File: src/rtl/countdown_ctrl.sv
// Sequencing controller for the countdown timer: set-time and level editing,
// 1 s tick generation, IDLE/RUN/ALARM sequencing, progress bar and buzzer bursts.
module countdown_ctrl #(
    parameter int TICK_DIV     = 1000,
    parameter int DEF_TENS     = 1,
    parameter int DEF_ONES     = 0,
    parameter int ALARM_BURSTS = 3,
    parameter int BURST_PERIOD = 1000,
    parameter int BURST_ON     = 500
) (
    input  logic       clk,
    input  logic       rst_n,
    input  logic       en,
    input  logic       start,
    input  logic       stop,
    input  logic       inc_ones,
    input  logic       inc_tens,
    input  logic       level_next,
    output logic [3:0] set_tens,
    output logic [3:0] set_ones,
    output logic [6:0] secs_left,
    output logic [1:0] level,
    output logic       running,
    output logic       alarm,
    output logic       tick,
    output logic       disp_en,
    output logic [7:0] bar,
    output logic       beep
);

    localparam int TC_W = $clog2(TICK_DIV + 1);
    localparam int PC_W = $clog2(BURST_PERIOD + 1);
    localparam int BC_W = $clog2(ALARM_BURSTS + 1);

    localparam logic [TC_W-1:0] TC_LAST = TC_W'(TICK_DIV - 1);
    localparam logic [PC_W-1:0] PC_LAST = PC_W'(BURST_PERIOD - 1);
    localparam logic [PC_W-1:0] PC_ON   = PC_W'(BURST_ON);
    localparam logic [BC_W-1:0] BC_LAST = BC_W'(ALARM_BURSTS - 1);

    typedef enum logic [1:0] {
        IDLE  = 2'd0,
        RUN   = 2'd1,
        ALARM = 2'd2
    } state_t;

    state_t state, state_nx;

    logic [TC_W-1:0] tick_cnt, tick_cnt_nx;
    logic [PC_W-1:0] pc, pc_nx;
    logic [BC_W-1:0] bc, bc_nx;

    logic [6:0] secs_nx;
    logic       tick_nx;
    logic [3:0] tens_nx, ones_nx;
    logic [1:0] level_nx;
    logic       disp_nx;
    logic [7:0] bar_nx;
    logic       beep_nx;

    logic [6:0] set_secs;
    logic [6:0] elapsed;
    logic [9:0] elapsed_x8;
    logic [9:0] set_secs_w;
    logic [7:0] ramp;

    logic start_ok;
    logic edit_ok;
    logic any_edit;

    // 10*tens + ones using shifts only
    assign set_secs = {set_tens, 3'b000} + {2'b00, set_tens, 1'b0} + {3'b000, set_ones};

    assign start_ok = en && !stop && start && (state == IDLE);
    assign edit_ok  = en && !stop && !start && (state == IDLE);
    assign any_edit = inc_ones || inc_tens || level_next;

    always_ff @(posedge clk) begin
        if (!rst_n) begin
            state <= IDLE;
        end else begin
            state <= state_nx;
        end
    end

    always_comb begin
        state_nx    = state;
        secs_nx     = secs_left;
        tick_cnt_nx = tick_cnt;
        tick_nx     = 1'b0;
        pc_nx       = pc;
        bc_nx       = bc;

        if (!en || stop) begin
            state_nx    = IDLE;
            secs_nx     = '0;
            tick_cnt_nx = '0;
            pc_nx       = '0;
            bc_nx       = '0;
        end else begin
            case (state)
                IDLE: begin
                    secs_nx     = '0;
                    tick_cnt_nx = '0;
                    pc_nx       = '0;
                    bc_nx       = '0;
                    if (start) begin
                        state_nx = RUN;
                        secs_nx  = set_secs;
                    end
                end
                RUN: begin
                    if (tick_cnt == TC_LAST) begin
                        tick_cnt_nx = '0;
                        tick_nx     = 1'b1;
                        if (secs_left <= 7'd1) begin
                            secs_nx  = '0;
                            state_nx = ALARM;
                            pc_nx    = '0;
                            bc_nx    = '0;
                        end else begin
                            secs_nx = secs_left - 7'd1;
                        end
                    end else begin
                        tick_cnt_nx = tick_cnt + TC_W'(1);
                    end
                end
                ALARM: begin
                    if (pc == PC_LAST) begin
                        pc_nx = '0;
                        if (bc == BC_LAST) begin
                            state_nx = IDLE;
                            bc_nx    = '0;
                        end else begin
                            bc_nx = bc + BC_W'(1);
                        end
                    end else begin
                        pc_nx = pc + PC_W'(1);
                    end
                end
                default: begin
                    state_nx = IDLE;
                end
            endcase
        end
    end

    // Digits and level are only editable while idle; en=0 freezes them
    always_comb begin
        tens_nx  = set_tens;
        ones_nx  = set_ones;
        level_nx = level;
        if (edit_ok) begin
            if (inc_ones) begin
                ones_nx = (set_ones == 4'd9) ? 4'd0 : set_ones + 4'd1;
            end
            if (inc_tens) begin
                tens_nx = (set_tens == 4'd9) ? 4'd1 : set_tens + 4'd1;
            end
            if (level_next) begin
                level_nx = (level == 2'd3) ? 2'd1 : level + 2'd1;
            end
        end
    end

    always_comb begin
        disp_nx = disp_en;
        if (!en || stop) begin
            disp_nx = 1'b0;
        end else if (start_ok || (edit_ok && any_edit)) begin
            disp_nx = 1'b1;
        end
    end

    // Bar bit i lights once 8*elapsed >= (i+1)*set_secs, giving floor(8*elapsed/set_secs) lit bits
    always_comb begin
        elapsed    = set_secs - secs_nx;
        elapsed_x8 = {elapsed, 3'b000};
        set_secs_w = {3'b000, set_secs};
        ramp       = '0;
        for (int i = 0; i < 8; i++) begin
            ramp[i] = (elapsed_x8 >= set_secs_w * 10'(i + 1));
        end
    end

    always_comb begin
        bar_nx  = 8'h00;
        beep_nx = 1'b0;
        case (state_nx)
            RUN:     bar_nx = ramp;
            ALARM: begin
                bar_nx  = 8'hFF;
                beep_nx = (pc_nx < PC_ON) && pc_nx[0];
            end
            default: bar_nx = 8'h00;
        endcase
    end

    always_ff @(posedge clk) begin
        if (!rst_n) begin
            set_tens  <= 4'(DEF_TENS);
            set_ones  <= 4'(DEF_ONES);
            level     <= 2'd1;
            secs_left <= '0;
            tick_cnt  <= '0;
            pc        <= '0;
            bc        <= '0;
            tick      <= 1'b0;
            running   <= 1'b0;
            alarm     <= 1'b0;
            disp_en   <= 1'b0;
            bar       <= 8'h00;
            beep      <= 1'b0;
        end else begin
            set_tens  <= tens_nx;
            set_ones  <= ones_nx;
            level     <= level_nx;
            secs_left <= secs_nx;
            tick_cnt  <= tick_cnt_nx;
            pc        <= pc_nx;
            bc        <= bc_nx;
            tick      <= tick_nx;
            running   <= (state_nx == RUN);
            alarm     <= (state_nx == ALARM);
            disp_en   <= disp_nx;
            bar       <= bar_nx;
            beep      <= beep_nx;
        end
    end

endmodule

File: config.mk
export PLATFORM = sky130hd
export DESIGN_NAME = countdown_ctrl
export DESIGN_NICKNAME = d
export VERILOG_FILES = /design/src/rtl/countdown_ctrl.sv
export SDC_FILE = /design/constraint.sdc
export NUM_CORES = 1
export LEC_CHECK = 0
export ABC_AREA = 0
export BUFFER_PORTS_ARGS = -buffer_cell sky130_fd_sc_hd__buf_2
export CAP_MARGIN = 10
export CELL_PAD_IN_SITES_DETAIL_PLACEMENT = 1
export CELL_PAD_IN_SITES_GLOBAL_PLACEMENT = 2
export CORE_MARGIN = 4
export CORE_UTILIZATION = 37
export DETAILED_ROUTE_END_ITERATION = 6
export MAX_ROUTING_LAYER = met4
export PLACE_DENSITY = 0.9
export REMOVE_ABC_BUFFERS = 1
export SLEW_MARGIN = 15
export SYNTH_ARGS = -nofsm -noshare
export SYNTH_HDL_FRONTEND = slang
export SYNTH_SLANG_ARGS = --single-unit
File: constraint.sdc
create_clock -name clk -period 5.2 [get_ports clk]
set_input_delay 0.26 -clock clk [delete_from_list [all_inputs] [get_ports clk]]
set_output_delay 0.26 -clock clk [all_outputs]
set_load 0.01 [all_outputs]
==> flow_summary_export.csv <==
group,metric,value,unit
status,outcome,"finished clean",
detailed_routing,drtIter0Drc,300,
sta,fin_skew,0.0184,ns
logic_synthesis,yosysMostFrequentCell,"ha_1",
clock_network,cts.sinks,54,
sta,finalCriticalPeriod,4.85,ns
place,hpwl,11700,µm
logic_synthesis,yosysTopAreaCellShare,0.224,
finish,nets,766,
clock_network,post_cts_buffers,0,
detailed_routing,wl,15000,µm
global_route,antenna_found_initial,0,
logic_synthesis,ys_top_cells_by_count,"90 x ha_1, 61 x nor2_1, 59 x a21oi_1, 54 x dfxtp_1, 46 x inv_1",
clock_network,root_buffer,"clkbuf_16",
detailed_routing,drc,0,
clock_network,post_cts_resized,0,
sta,tns,0,ns
clock_network,clockBufferDepth,2,
clock_network,insertion_delay,0.32,ns
detailed_routing,wl_per_cell,18.0,µm
place,port_buffers,37,
logic_synthesis,syn_inst,609,
floorplan,io_pins,38,
global_route,grt_max_degree,28,
logic_synthesis,synth_seq_area_share,0.215,
global_route,track_usage,0.200,
hold_path,min_path_type,"primary input to flop",
logic_synthesis,yosys-top-cells-area,"ha_1 22%, dfxtp_1 22%, a21oi_1 5.9%",
critical_path,critPathCaptureType,"flop",
global_route,grt_first_pass_wirelength,25100,µm
logic_synthesis,syn_area,5030,µm²
logic_synthesis,synth_flop_cell,"dfxtp_1",
logic_synthesis,avgSynthCellArea,8.26,µm²
sta,worst_pin_slew,1.08,ns
logic_synthesis,synth_edf_count,0,
run,max_cap_viol_count,0,
finish,drive_gt1_frac,0.123,
critical_path,worstPathArrival,5.10,ns
finish,final_core_util,0.425,
clock_network,postCtsHoldBufs,0,
place,post-place-ws,0.381,ns
power,leakagePower,2.57,nW
logic_synthesis,async_reset_ff_frac,0,
finish,area_growth,12.3,%
sta,fin_ws,0.351,ns
sta,slew_violations,0,
logic_synthesis,yosys_warnings,0,
floorplan,core_area,13300,µm²
floorplan,die_area,15500,µm²
sta,rsz0062_at_grt,"false",
detailed_routing,first_pass_iters,4,
floorplan,die_h,125,µm
power,power_density,190,nW/µm²
global_route,grt_overflow,0,
place,gp_congestion,0.868,
critical_path,critPathRequiredTime,5.45,ns
logic_synthesis,ys_ff_latch,54,
power,ir_drop,0.124,mV
finish,diodes,0,
sta,hold_ws,0.210,ns
detailed_routing,ant_nets,0,
floorplan,start_util,0.378,
sta,finalHoldViolations,0,
sta,fmax,0.206,GHz
critical_path,crit_type,"flop to flop",
global_route,grt_pass1_vias,5120,
sta,setup_viol,0,
floorplan,row_count,42,
clock_network,htreeDepth,2,
critical_path,critPathLaunchType,"flop",
clock_network,clkSlewWorstSetupHoldPaths,0.09,ns
floorplan,fp.dieW,125,µm
clock_network,tritoncts,"yes",
sta,fin_crit_sh,0.933,
critical_path,cp_max_fo,7,
logic_synthesis,ys_types,70,
detailed_routing,vias,4696,
clock_network,cts_buffers,5,
sta,relSlewSlack,0.281,
logic_synthesis,synth_top_area_cell,"ha_1",
detailed_routing,viasPerCell,5.64,
report_power, final:
group / switching [mW] / internal (mW) / leakage (nW)
Sequential: 0.00601 / 0.417 / 0.436
Combinational: 0.171 / 0.123 / 2.06
Clock: 0.176 / 0.180 / 0.0708
Total: 0.353 / 0.720 / 2.57
cells by family after synthesis:
logic type | Yosys count | share of synthesized area
AOI/OAI and AO/OA | 173 | 0.217
xor gates and xnor gates | 27 | 0.0470
adders and majority gates | 103 | 0.274
buffers and inverters | 60 | 0.0460
DFF | 54 | 0.215
muxes | 3 | 0.00622
and+or+nand+nor | 189 | 0.195
final cells by class:
cell class / instances / area, µm²
clock buffers: 6 / 129
clock inverters: 2 / 13.8
fillers: 1632 / 7650
inverters: 46 / 173
multi-input cells: 495 / 3710
flip-flops and latches: 54 / 1080
well taps: 176 / 220
repair buffers: 54 / 313
metrics by stage:
step                      total power [mW]  instances  area, µm²
final                                 1.07        833       5640
after detailed placement             0.726        825       5500
after global placement               0.705        825       5500
after floorplan                      0.632        595       4970
after CTS                             1.09        833       5640
after global routing                  1.14        833       5640
path summary, 6_finish.rpt:
kind	start	endpoint	slack (ns)	depth (start not counted)
worst max-delay path	set_tens[2]$_SDFFE_PN0P_	bar[6]$_SDFF_PN0_	0.35	19
worst min register to register	tick_cnt[2]$_SDFFE_PP0N_	tick_cnt[2]$_SDFFE_PP0N_	0.51	2
worst min-delay path	level_next	level[1]$_SDFFE_PN0P_	0.21	2
worst max register to register	set_tens[2]$_SDFFE_PN0P_	bar[6]$_SDFF_PN0_	0.35	19
critical path, cell delays in order, from the launching register on:
cell	delay, ns
dfxtp_1	0.41
inv_1	0.14
fa_1	0.52
inv_1	0.07
fa_1	0.63
inv_1	0.20
fa_1	0.58
inv_1	0.07
ha_1	0.29
a21o_1	0.16
a21oi_1	0.25
o21bai_1	0.10
a21oi_1	0.23
xnor2_1	0.11
ha_1	0.27
o21ai_0	0.08
a21oi_1	0.12
nor2_1	0.06
maj3_1	0.35
a21oi_1	0.14
per-layer routing:
| layer | share of wire | routed length, µm | GRT usage |
|---|---|---|---|
| met2 | 0.50 | 7570 | 0.356 |
| met3 | 0.027 | 409 | 0.0244 |
| met5 | 0 | 0 | - |
| met1 | 0.45 | 6810 | 0.238 |
| met4 | 0.016 | 246 | 0.0542 |
layout by cell type, fill, tap and decap left out, types with 9 or more instances in the layout:
cell	netlist	routed
buf_2	2	37
inv_1	46	46
buf_4	1	17
dfxtp_1	54	54
nor2_1	61	61
ha_1	90	90
xor2_1	11	11
fa_1	12	12
o21ai_0	41	41
nand2_1	33	33
a21o_1	10	10
and3_1	9	9
nor2b_1	9	9
nor3_1	16	16
xnor2_1	16	16
a21oi_1	59	59
nand3_1	11	11
state kept, by name (all words and copies together) (netlist names):
| name | flops |
|---|---|
| disp_en | 1 |
| bc | 2 |
| tick_cnt | 10 |
| secs_left | 7 |
| tick | 1 |
| state | 2 |
| level | 2 |
| beep | 1 |
| set_ones | 4 |
| pc | 10 |
| bar | 8 |
| set_tens | 4 |
| running | 1 |
| alarm | 1 |
No activity file was read; power rests on OpenSTA's default activity.
